## src/rtl/alu_seq.sv

```systemverilog
// Purpose : multi-byte add/subtract, one 8-bit slice per clock, LSB first, carry chained between slices.
// Latency : start sampled at E0, result/flags load at E(NBYTES), done high for the following cycle.
// Backpr. : none; start is accepted only in IDLE or DONE and ignored while busy (no queueing).
module alu_seq #(
    parameter int NBYTES = 4
) (
    input  logic                  clk,
    input  logic                  rst_n,
    input  logic                  start,
    input  logic                  op,
    input  logic [8*NBYTES-1:0]   a,
    input  logic [8*NBYTES-1:0]   b,
    output logic                  busy,
    output logic                  done,
    output logic [8*NBYTES-1:0]   result,
    output logic                  carry,
    output logic                  zero,
    output logic                  overflow
);

    localparam int W  = 8 * NBYTES;
    localparam int IW = (NBYTES > 1) ? $clog2(NBYTES) : 1;
    localparam logic [IW-1:0] LAST = IW'(NBYTES - 1);

    localparam logic [1:0] IDLE = 2'd0;
    localparam logic [1:0] RUN  = 2'd1;
    localparam logic [1:0] DONE = 2'd2;

    logic [1:0]    state;
    logic [IW-1:0] idx;
    logic          c;
    logic          zacc;
    logic          op_r;
    logic [W-1:0]  a_r;
    logic [W-1:0]  b_r;
    logic [W-1:0]  work;

    logic [7:0]    a_byte;
    logic [7:0]    bx_byte;
    logic [8:0]    sum9;
    logic [7:0]    s;
    logic          co;
    logic          s_zero;
    logic [W-1:0]  byte_mask;
    logic [W-1:0]  work_nxt;

    // Handshake outputs are plain decodes of the state register, so start never reaches them combinationally.
    assign busy = (state == RUN);
    assign done = (state == DONE);

    // Current byte slice: select byte idx, invert B for subtract, add with chained carry.
    always_comb begin
        a_byte    = 8'(a_r >> {idx, 3'b000});
        bx_byte   = 8'(b_r >> {idx, 3'b000}) ^ {8{op_r}};
        sum9      = {1'b0, a_byte} + {1'b0, bx_byte} + {8'd0, c};
        s         = sum9[7:0];
        co        = sum9[8];
        s_zero    = (s == 8'd0);
        byte_mask = W'(8'hFF) << {idx, 3'b000};
        work_nxt  = (work & ~byte_mask) | (W'(s) << {idx, 3'b000});
    end

    // Sequencer: latch operands on start, walk the slices, publish result and flags on the last slice.
    always_ff @(posedge clk or negedge rst_n) begin
        if (!rst_n) begin
            state    <= IDLE;
            idx      <= '0;
            c        <= 1'b0;
            zacc     <= 1'b0;
            op_r     <= 1'b0;
            a_r      <= '0;
            b_r      <= '0;
            work     <= '0;
            result   <= '0;
            carry    <= 1'b0;
            zero     <= 1'b0;
            overflow <= 1'b0;
        end else begin
            case (state)
                IDLE, DONE: begin
                    if (start) begin
                        a_r   <= a;
                        b_r   <= b;
                        op_r  <= op;
                        // Subtract is A + ~B + 1: the +1 enters as the initial carry.
                        c     <= op;
                        idx   <= '0;
                        zacc  <= 1'b1;
                        state <= RUN;
                    end else begin
                        state <= IDLE;
                    end
                end
                RUN: begin
                    work <= work_nxt;
                    c    <= co;
                    zacc <= zacc & s_zero;
                    if (idx == LAST) begin
                        state    <= DONE;
                        result   <= work_nxt;
                        carry    <= co;
                        zero     <= zacc & s_zero;
                        // On the top slice a_byte/bx_byte/s hold the sign bits of A, op-adjusted B and the result.
                        overflow <= (a_byte[7] == bx_byte[7]) && (s[7] != a_byte[7]);
                    end else begin
                        idx <= idx + IW'(1);
                    end
                end
                default: begin
                    state <= IDLE;
                end
            endcase
        end
    end

endmodule
```

## config.mk

```make
export PLATFORM = sky130hd
export DESIGN_NAME = alu_seq
export DESIGN_NICKNAME = d
export VERILOG_FILES = /design/src/rtl/alu_seq.sv
export SDC_FILE = /design/constraint.sdc
export NUM_CORES = 1
export LEC_CHECK = 0
export ABC_AREA = 1
export CORE_UTILIZATION = 30
export DETAILED_ROUTE_END_ITERATION = 10
export GPL_TIMING_DRIVEN = 0
export RECOVER_POWER = 100
export SETUP_SLACK_MARGIN = 0.3
export SLEW_MARGIN = 10
export SYNTH_ARGS = -nofsm -noshare
export SYNTH_HDL_FRONTEND = slang
export SYNTH_SLANG_ARGS = --single-unit
```

## constraint.sdc

```tcl
create_clock -name clk -period 6.5 [get_ports clk]
set_input_delay 1.3 -clock clk [delete_from_list [all_inputs] [get_ports clk]]
set_output_delay 1.3 -clock clk [all_outputs]
set_load 0.03 [all_outputs]
```

==> flow_summary_export.csv, run 1 <==
group,metric,value,unit
power_and_ir_drop,leakagePower,4.16,nW
floorplanning,initial_core_util,0.307,
drt,route.detailed.drc,0,
sta,hold_viol_final,0,
synthesis,syn_area_per_cell,7.88,sq um
worst_setup_path,critPathArrivalTime,3.70,ns
worst_setup_path,path_class,"in2async",
worst_setup_path,startpoint,"rst_n",
worst_setup_path,required,6.26,ns
grt,grt_pass1_vias,5462,
sta,rsz0062_at_grt,"false",
synthesis,yosys_register_bits,130,
clocking,cts_hold_buf,0,
worst_setup_path,r2r_slack,2.93,ns
sta,tightest_slew,3.40,ns
sta,setup_viol,0,
grt,antenna_found_initial,0,
placement,placedInstanceArea,0.00764,sq mm
clocking,insertion_delay,0.42,ns
synthesis,syn_area,0.00623,sq mm
clocking,cts.sinks,130,
grt,grt_pass1_wl,29.2,mm
worst_setup_path,worst-path-stages,1,
synthesis,ys_warn_count,0,
sta,maxSlewViolCount,61,
clocking,root_buffer,"clkbuf_16",
final_layout,stdcell_area,0.00823,sq mm
clocking,htree_levels,4,
floorplanning,die_x,146,um
worst_setup_path,crit_fanout,61,
drt,drt_iter0_markers,416,
synthesis,syn-num-nets,872,
final_layout,n_antenna_cell,0,
clocking,clock_path_buffers,2,
worst_setup_path,crit_family,"buffers and inverters",
worst_setup_path,crit_end,"a_r[20]$_DFFE_PN0P_",
floorplanning,io_pins,105,
synthesis,synth_flop_cell,"dfrtp_1",
clocking,numCtsBuffers,17,
min_path,holdPathStages,2,
min_path,hp-class,"reg2reg",
sta,max_freq,0.253,GHz
final_layout,final_common_cell,"nand2_1",
floorplanning,core-area,0.0203,sq mm
drt,wl_per_cell,14.7,um
synthesis,synth_cell_types,37,
final_layout,layout-drive-gt1-share,0.0615,
sta,relSlewSlack,-1.27,
grt,track_usage,0.176,
final_layout,layout.cells.most_common_list,"nand2_1 (383), dfrtp_1 (130), clkdlybuf4s50_1 (65)",
drt,ant_nets,0,
final_layout,final_cell_count_no_fill,1197,
worst_setup_path,r2r_end,"zero$_DFFE_PN0P_",
power_and_ir_drop,power_density,653,mW/mm^2
floorplanning,die_area,0.0214,sq mm
drt,vias_per_cell,4.65,
drt,route.vias.total,5571,
worst_setup_path,reg2reg_depth,19,
synthesis,synth_edf_count,0,
final_layout,fillers,2105,
drt,drt-pass1-iter-count,5,
final_layout,nets,996,
placement,port_buffers,104,
floorplanning,die_y,146,um
worst_setup_path,r2r-start,"idx[1]$_DFFE_PN0P_",
grt,overflow,0,
clocking,post_cts_buffers,0,
power_and_ir_drop,ir_drop,0.278,mV
placement,place.gp.congestion,0.857,
sta,period_share,0.607,
placement,post-place-cells,1166,
outcome,violations,"max-capacitance violations, max-slew violations",
final_layout,post-route-util,0.405,
worst_setup_path,cp-start-kind,"primary input",
worst_setup_path,max_stage_delay,2.34,ns
final_layout,area_growth,32.0,%
worst_setup_path,cp_slowest_cell,"clkbuf_1",
floorplanning,rows,52,
grt,grt_max_degree,71,
placement,dp_hpwl,13.0,mm
power_and_ir_drop,power,5.37,mW
sta,period_needed,3.95,ns
clocking,clkSlewWorstSetupHoldPaths,0.06,ns
synthesis,synth-seq-area-share,0.522,
worst_setup_path,crit_path_end_kind,"asynchronous set/reset pin",
worst_setup_path,path_buf_inv,1,
worst_setup_path,worstPathCellList,"clkbuf_1",
sta,fin_skew,0.0114,ns
job,cap_violations,1,
synthesis,syn_inst,791,
clocking,cts_resized,0,
drt,finalWirelength,17.6,mm
outcome,status,"finished, violations left",
clocking,cts_tree,"yes",
synthesis,synthArstFlopShare,1.00,
metal layers:
metal / vias up / global-route usage / routed length (um)
met5: - / 0 / 0
met4: 0 / 0.0510 / 218
met1: 2630 / 0.246 / 8340
met3: 19 / 0.0341 / 862
met2: 165 / 0.275 / 8170
li1: 2757 / - / -
layout make-up:
class / count / area, sq um / area share
tap: 270 / 338 / 0.0410
buffer: 45 / 204 / 0.0248
timing repair buffer: 105 / 1060 / 0.129
clock inverter: 13 / 185 / 0.0225
multi-input combinational: 578 / 2610 / 0.317
clock buffer: 18 / 439 / 0.0534
sequential: 130 / 3250 / 0.395
inverter: 38 / 143 / 0.0173
how the worst min path moves through the flow:
stage                     endpoint                start
6_report       b_r[14]$_DFFE_PN0P_  b_r[14]$_DFFE_PN0P_
5_1_grt         b_r[8]$_DFFE_PN0P_   b_r[8]$_DFFE_PN0P_
4_1_cts        b_r[10]$_DFFE_PN0P_  b_r[10]$_DFFE_PN0P_
3_5_place_dp   b_r[10]$_DFFE_PN0P_  b_r[10]$_DFFE_PN0P_
3_3_place_gp   b_r[13]$_DFFE_PN0P_  b_r[13]$_DFFE_PN0P_
2_1_floorplan  a_r[16]$_DFFE_PN0P_  a_r[16]$_DFFE_PN0P_
kinds of logic (layout without fill, tap and decap cells):
family                   Yosys count  in the layout  share of synthesized area
AND/OR/NAND/NOR                  463            463                      0.294
flip-flops                       130            130                      0.522
AO/OA/AOI/OAI                     92             92                     0.0845
buffers and inverters             83            219                     0.0572
adder cells (fa/ha/maj)           13             13                     0.0285
XOR/XNOR                          10             10                     0.0140
metrics by stage:
step           TNS (ns)  setup slack, ns  hold WS [ns]
3_3_place_gp    -160.03            -1.24         0.459
5_1_grt               0             1.82         0.495
6_report              0             2.55         0.474
3_5_place_dp          0             3.02         0.460
4_1_cts               0             2.95         0.477
2_1_floorplan         0             3.82         0.444
state kept, by name, indices dropped and copies added (netlist names), 2 cells and up:
name,count
a_r,32
b_r,32
idx,2
result,32
state,2
work,24
power breakdown:
part           internal (mW)  switching (mW)
sequential              1.18           0.200
clock                  0.650           0.367
combinational          0.984            1.99
total                   2.81            2.56
Yosys cell counts, types with 2 or more instances:
| master | number | area (sq um) |
|---|---|---|
| o31ai_1 | 3 | 22.5 |
| nand4_1 | 4 | 25.0 |
| o22ai_1 | 17 | 106 |
| nor2_4 | 2 | 22.5 |
| ha_1 | 11 | 138 |
| a21oi_1 | 6 | 30.0 |
| nand2_1 | 381 | 1430 |
| buf_2 | 21 | 105 |
| a31oi_1 | 3 | 18.8 |
| inv_1 | 34 | 128 |
| buf_4 | 5 | 37.5 |
| xor2_1 | 9 | 78.8 |
| o21a_1 | 3 | 22.5 |
| fa_1 | 2 | 40.0 |
| nor2_1 | 38 | 143 |
| nand2_2 | 2 | 12.5 |
| dfrtp_1 | 130 | 3250 |
| buf_1 | 3 | 11.3 |
| inv_2 | 3 | 11.3 |
| o21ai_1 | 10 | 50.1 |
| clkbuf_1 | 16 | 60.1 |
| o21ai_0 | 44 | 220 |
| nand3_1 | 30 | 150 |
Power figures use the tool's default switching activity.
==> inputs of run 2 (changes only) <==
clock period = 4 ns   (was 6.5 ns; I/O delays follow)
==> run 2 against run 1 <==
Against the previous run:
- the flow still finishes with violations (max-capacitance violations, max-slew violations)
- sequential cell count stayed put
- sequential power increased by 62%
- first-iteration DRC count up 8.4%
- die area did not move
- utilization barely moved
- critical endpoint is now result[12]$_DFFE_PN0P_
- largest cell class unchanged
==> flow_summary_export.csv, run 2 (synthesis gave the netlist of run 1 again) <==
group,metric,value,unit
grt,track_usage,0.176,
power_and_ir_drop,ir_drop,0.463,mV
outcome,status,"finished, violations left",
worst_setup_path,required,4.36,ns
floorplanning,initial_core_util,0.307,
power_and_ir_drop,power_switching,4.16,mW
clocking,clock_path_buffers,2,
sta,maxSlewViolCount,61,
worst_setup_path,r2r-start,"idx[1]$_DFFE_PN0P_",
final_layout,area_growth,32.1,%
drt,route.detailed.drc,0,
sta,setup_tns,0,ns
sta,relSlewSlack,-0.864,
final_layout,final_common_cell,"nand2_1",
job,cap_violations,1,
outcome,violations,"max-capacitance violations, max-slew violations",
placement,port_buffers,104,
grt,overflow,0,
worst_setup_path,critPathMostFrequentCell,"nand2_1",
sta,setup_viol,0,
worst_setup_path,reg2reg_depth,16,
drt,wl_per_cell,14.7,um
drt,finalWirelength,17.6,mm
worst_setup_path,max_stage_delay,0.56,ns
sta,period_needed,3.54,ns
floorplanning,die_y,146,um
grt,grt_max_degree,71,
sta,tightest_slew,2.80,ns
placement,dp_hpwl,13.0,mm
clocking,clkSlewWorstSetupHoldPaths,0.06,ns
clocking,post_cts_buffers,0,
sta,period_share,0.884,
drt,route.vias.total,5553,
power_and_ir_drop,internal_power,4.57,mW
drt,vias_per_cell,4.64,
worst_setup_path,crit_path_end_kind,"flop",
worst_setup_path,crit_family,"compound AO/OA/AOI/OAI gates",
floorplanning,core-area,0.0203,sq mm
clocking,root_buffer,"clkbuf_16",
grt,grt_pass1_wl,29.2,mm
power_and_ir_drop,sequentialPowerShare,0.256,
clocking,insertion_delay,0.43,ns
min_path,hold_start,"b_r[14]$_DFFE_PN0P_",
power_and_ir_drop,sw_frac_of_total,0.477,
drt,drt_iter0_markers,451,
power_and_ir_drop,power_density,1060,mW/mm^2
power_and_ir_drop,p_clk_frac,0.189,
sta,rsz0062_at_grt,"false",
worst_setup_path,crit_fanout,10,
floorplanning,die_area,0.0214,sq mm
power_and_ir_drop,combPwrFrac,0.555,
worst_setup_path,critPathArrivalTime,3.90,ns
worst_setup_path,r2r_end,"result[12]$_DFFE_PN0P_",
final_layout,n_antenna_cell,0,
sta,max_freq,0.283,GHz
clocking,numCtsBuffers,17,
worst_setup_path,path_class,"reg2reg",
min_path,hp-class,"reg2reg",
worst_setup_path,cp-start-kind,"flop",
clocking,htree_levels,4,
worst_setup_path,worstPathCellList,"clkbuf_1 > o21ai_0 > o22ai_1 > xor2_1 > fa_1 > inv_1 > fa_1 > inv_1 > nand2_1 > nand2_1 > nand2_1 > nand2_1 > nand2_1 > o31ai_1 > nand2_1 > nand2_1",
final_layout,post-route-util,0.406,
clocking,cts_resized,0,
final_layout,fillers,2108,
floorplanning,io_pins,105,
final_layout,reg.largest.list,"a_r x32, b_r x32, result x32",
clocking,cts.sinks,130,
final_layout,layout.cells.most_common_list,"nand2_1 (383), dfrtp_1 (130), clkdlybuf4s50_1 (65)",
final_layout,layout-drive-gt1-share,0.0636,
clocking,cts_hold_buf,0,
power_and_ir_drop,leakagePower,4.16,nW
drt,drt-pass1-iter-count,5,
drt,ant_nets,0,
final_layout,nets,996,
worst_setup_path,r2r_slack,0.46,ns
worst_setup_path,cp_slowest_cell,"dfrtp_1",
sta,hold_viol_final,0,
grt,grt_pass1_vias,5462,
grt,antenna_found_initial,0,
min_path,whs_endpoint,"b_r[14]$_DFFE_PN0P_",
sta,fin_skew,0.0140,ns
floorplanning,rows,52,
floorplanning,die_x,146,um
worst_setup_path,path_buf_inv,3,
placement,place.gp.congestion,0.857,
clocking,cts_tree,"yes",
min_path,holdPathStages,2,
==> run 2: tightest hold or removal path: stages (launching register included) <==
cell	delay, ns
dfrtp_1	0.34
nand2_1	0.05
nand2_1	0.05
==> run 2: per-layer routing <==
metal,share of wire,up-vias,GRT usage
li1,-,2762,-
met1,0.48,2629,0.246
met2,0.46,147,0.275
met3,0.047,15,0.0341
met4,0.010,0,0.0510
met5,0,-,0
==> run 2: how the worst max path moves through the flow <==
stage / startpoint / end / slack, ns / depth (start not counted)
floorplan: idx[0]$_DFFE_PN0P_ / work[12]$_DFFE_PN0P_ / 1.32 / 17
global placement: rst_n / result[9]$_DFFE_PN0P_ / -3.24 / 1
detailed placement: idx[1]$_DFFE_PN0P_ / result[12]$_DFFE_PN0P_ / 0.52 / 16
CTS: idx[1]$_DFFE_PN0P_ / result[12]$_DFFE_PN0P_ / 0.49 / 16
global route: idx[1]$_DFFE_PN0P_ / result[12]$_DFFE_PN0P_ / 0.16 / 16
finish: idx[1]$_DFFE_PN0P_ / result[12]$_DFFE_PN0P_ / 0.46 / 16
==> run 2: layout make-up <==
| class | count | area (sq um) | area share |
|---|---|---|---|
| Clock buffer | 18 | 439 | 0.0533 |
| Tap cell | 270 | 338 | 0.0410 |
| Clock inverter | 13 | 185 | 0.0225 |
| Multi-Input combinational cell | 578 | 2600 | 0.316 |
| Buffer | 45 | 208 | 0.0252 |
| Sequential cell | 130 | 3250 | 0.395 |
| Timing Repair Buffer | 105 | 1070 | 0.130 |
| Inverter | 38 | 143 | 0.0173 |
==> run 2: stage by stage <==
| step | std cells | setup WS (ns) | hold WS, ns | cell area (sq um) | total power, mW |
|---|---|---|---|---|---|
| after floorplan | 791 | 1.32 | 0.444 | 6230 | 5.64 |
| after global placement | 1165 | -3.24 | 0.459 | 7610 | 7.16 |
| after detailed placement | 1166 | 0.518 | 0.460 | 7640 | 7.22 |
| after CTS | 1197 | 0.495 | 0.367 | 8270 | 8.91 |
| after global routing | 1197 | 0.159 | 0.495 | 8230 | 9.50 |
| final | 1197 | 0.464 | 0.474 | 8230 | 8.74 |
==> run 2: power groups by stage <==
stage | combinational, mW | clock (mW) | sequential [mW]
after floorplan | 3.21 | 0 | 2.43
after global placement | 4.91 | 0 | 2.25
after global routing | 5.46 | 1.74 | 2.30
after detailed placement | 4.97 | 0 | 2.25
after CTS | 4.98 | 1.68 | 2.24
final | 4.85 | 1.65 | 2.24
==> inputs of run 3 (changes only) <==
REMOVE_ABC_BUFFERS = 1   (was default)
==> run 3 against run 2 <==
Against the previous run:
- the run still ends with max-capacitance violations, max-slew violations left
- setup slack better by 0.099 ns
- total power down 2.2%
- first-iteration DRC count down 38%
- sequential cell count unchanged
- clock skew down 0.0018 ns
- global-route usage down 2.3 points
- non-clock buffer count down 39
- clock power about the same
- final cell count down 3.1%
- critical endpoint is now zero$_DFFE_PN0P_
- highest routed layer unchanged
==> flow_summary_export.csv, run 3 (synthesis gave the netlist of run 1 again) <==
group,metric,value,unit
grt,grt_pass1_vias,5045,
sta,hold_viol_final,0,
drt,ant_nets,0,
worst_setup_path,critPathMostFrequentCell,"nand2_1",
final_layout,reg.largest.list,"a_r x32, b_r x32, result x32",
clocking,numCtsBuffers,17,
sta,maxSlewViolCount,47,
final_layout,area_growth,31.0,%
grt,grtUsageMet1,0.207,
power_and_ir_drop,ir_drop,0.490,mV
final_layout,nets,958,
worst_setup_path,crit_path_end_kind,"flop",
grt,use_met3,0.0450,
drt,route.vias.total,5162,
grt,overflow,0,
floorplanning,initial_core_util,0.307,
grt,grt_max_degree,85,
sta,fin_skew,0.0122,ns
floorplanning,core-area,0.0203,sq mm
drt,drt_iter0_markers,279,
job,cap_violations,1,
sta,rsz0062_at_grt,"false",
worst_setup_path,required,4.35,ns
grt,top_usage_layer,"met2",
clocking,clock_path_buffers,2,
final_layout,layout-drive-gt1-share,0.0573,
clocking,cts_hold_buf,0,
placement,place.gp.congestion,0.760,
worst_setup_path,cp_slowest_cell,"dfrtp_4",
worst_setup_path,path_class,"reg2reg",
clocking,cts.sinks,130,
clocking,insertion_delay,0.42,ns
sta,period_needed,3.44,ns
grt,track_usage,0.153,
outcome,violations,"max-capacitance violations, max-slew violations",
worst_setup_path,cp-start-kind,"flop",
sta,max_freq,0.291,GHz
drt,vias_per_cell,4.45,
placement,post-place-cells,1124,
sta,setup_viol,0,
floorplanning,die_area,0.0214,sq mm
final_layout,stdcell_area,0.00817,sq mm
final_layout,final_cell_count_no_fill,1160,
placement,port_buffers,104,
power_and_ir_drop,leakagePower,4.11,nW
clocking,root_buffer,"clkbuf_16",
grt,grt_util_met2,0.244,
floorplanning,rows,52,
power_and_ir_drop,power_density,1050,mW/mm^2
final_layout,n_antenna_cell,0,
sta,fin_ws,0.564,ns
placement,placedInstanceArea,0.00751,sq mm
outcome,status,"finished, violations left",
min_path,hp-class,"reg2reg",
final_layout,final_common_cell,"nand2_1",
sta,tightest_slew,2.57,ns
drt,finalWirelength,15.3,mm
clocking,cts_tree,"yes",
grt,grt_pass1_wl,25.8,mm
sta,relSlewSlack,-0.710,
floorplanning,die_y,146,um
drt,wl_per_cell,13.2,um
floorplanning,io_pins,105,
worst_setup_path,worstPathCellList,"clkinvlp_2 > clkbuf_1 > a32o_1 > xor2_1 > fa_1 > inv_1 > nand2_1 > nand2_1 > nand3_1 > nand2_1 > nand2_1 > nand2_1 > clkinv_1 > nor2_2 > nand3_1 > nand2_1",
clocking,clkSlewWorstSetupHoldPaths,0.06,ns
worst_setup_path,critPathArrivalTime,3.79,ns
sta,period_share,0.859,
placement,dp_hpwl,10.1,mm
drt,drt-pass1-iter-count,5,
final_layout,layout.cells.most_common_list,"nand2_1 (382), dfrtp_1 (128), clkdlybuf4s50_1 (65)",
drt,route.detailed.drc,0,
floorplanning,die_x,146,um
placement,place_ws,-0.308,ns
clocking,htree_levels,4,
worst_setup_path,crit_fanout,36,
worst_setup_path,max_stage_delay,0.72,ns
grt,antenna_found_initial,0,
run 3: cell types whose count changed in the layout (fill, tap and decap cells not counted), moves of 3 or more:
cell | previous run | this run
clkbuf_8 | 1 | 4
o21ai_0 | 51 | 54
buf_4 | 5 | 2
o21ai_1 | 4 | 0
clkbuf_1 | 24 | 4
buf_2 | 11 | 0
run 3: layout make-up:
cell class | count | area, sq um
clock buffer | 23 | 488
multi-input combinational | 578 | 2620
timing repair buffer | 111 | 1160
fill | 2106 | 12100
timing repair inverter | 1 | 5.00
sequential | 130 | 3260
inverter | 38 | 151
clock inverter | 9 | 151
tap | 270 | 338
run 3: repair_timing:
action	in CTS	in global routing
setup endpoints to repair	56	13
cloned	1	0
buffers inserted	0	3
gates resized for setup	3	3
run 3: critical path, delay by kind of cell (launching register included):
family	cells	cell delay, ns
and+or+nand+nor	9	0.88
AOI/OAI and AO/OA	1	0.38
DFF	1	0.72
adders and majority gates	1	0.45
xor gates and xnor gates	1	0.19
buffers and inverters	4	0.73
run 3: final timing paths:
| kind | from | end | slack [ns] | depth (start not counted) |
|---|---|---|---|---|
| worst min-delay path | result[25]$_DFFE_PN0P_ | result[25]$_DFFE_PN0P_ | 0.47 | 2 |
| worst max-delay path | idx[1]$_DFFE_PN0P_ | zero$_DFFE_PN0P_ | 0.56 | 16 |
| worst max register to register | idx[1]$_DFFE_PN0P_ | zero$_DFFE_PN0P_ | 0.56 | 16 |
| worst min register to register | result[25]$_DFFE_PN0P_ | result[25]$_DFFE_PN0P_ | 0.47 | 2 |
| min in group asynchronous | rst_n | result[17]$_DFFE_PN0P_ | 1.17 | 1 |
| max in group asynchronous | rst_n | b_r[15]$_DFFE_PN0P_ | 1.36 | 1 |
run 3: power breakdown:
| group | internal (mW) | leakage (nW) | switching (mW) |
|---|---|---|---|
| clock network | 1.11 | 0.313 | 0.569 |
| logic | 1.62 | 2.16 | 2.97 |
| registers | 1.92 | 1.64 | 0.373 |
| total | 4.64 | 4.11 | 3.91 |
run 3: per-layer routing:
| layer | share of wire | vias up |
|---|---|---|
| met4 | 0.0080 | 0 |
| met5 | 0 | - |
| li1 | - | 2668 |
| met1 | 0.48 | 2367 |
| met2 | 0.47 | 118 |
| met3 | 0.041 | 9 |
run 3: per-stage QoR:
step	setup TNS (ns)	power, mW	util	hold slack [ns]
3_5_place_dp	-5.03	7.01	0.370	0.460
3_3_place_gp	-578.17	6.89	0.365	0.456
6_report	0	8.55	0.402	0.468
2_1_floorplan	0	5.52	-	0.444
4_1_cts	0	8.74	0.402	0.312
5_1_grt	0	9.37	0.402	0.486
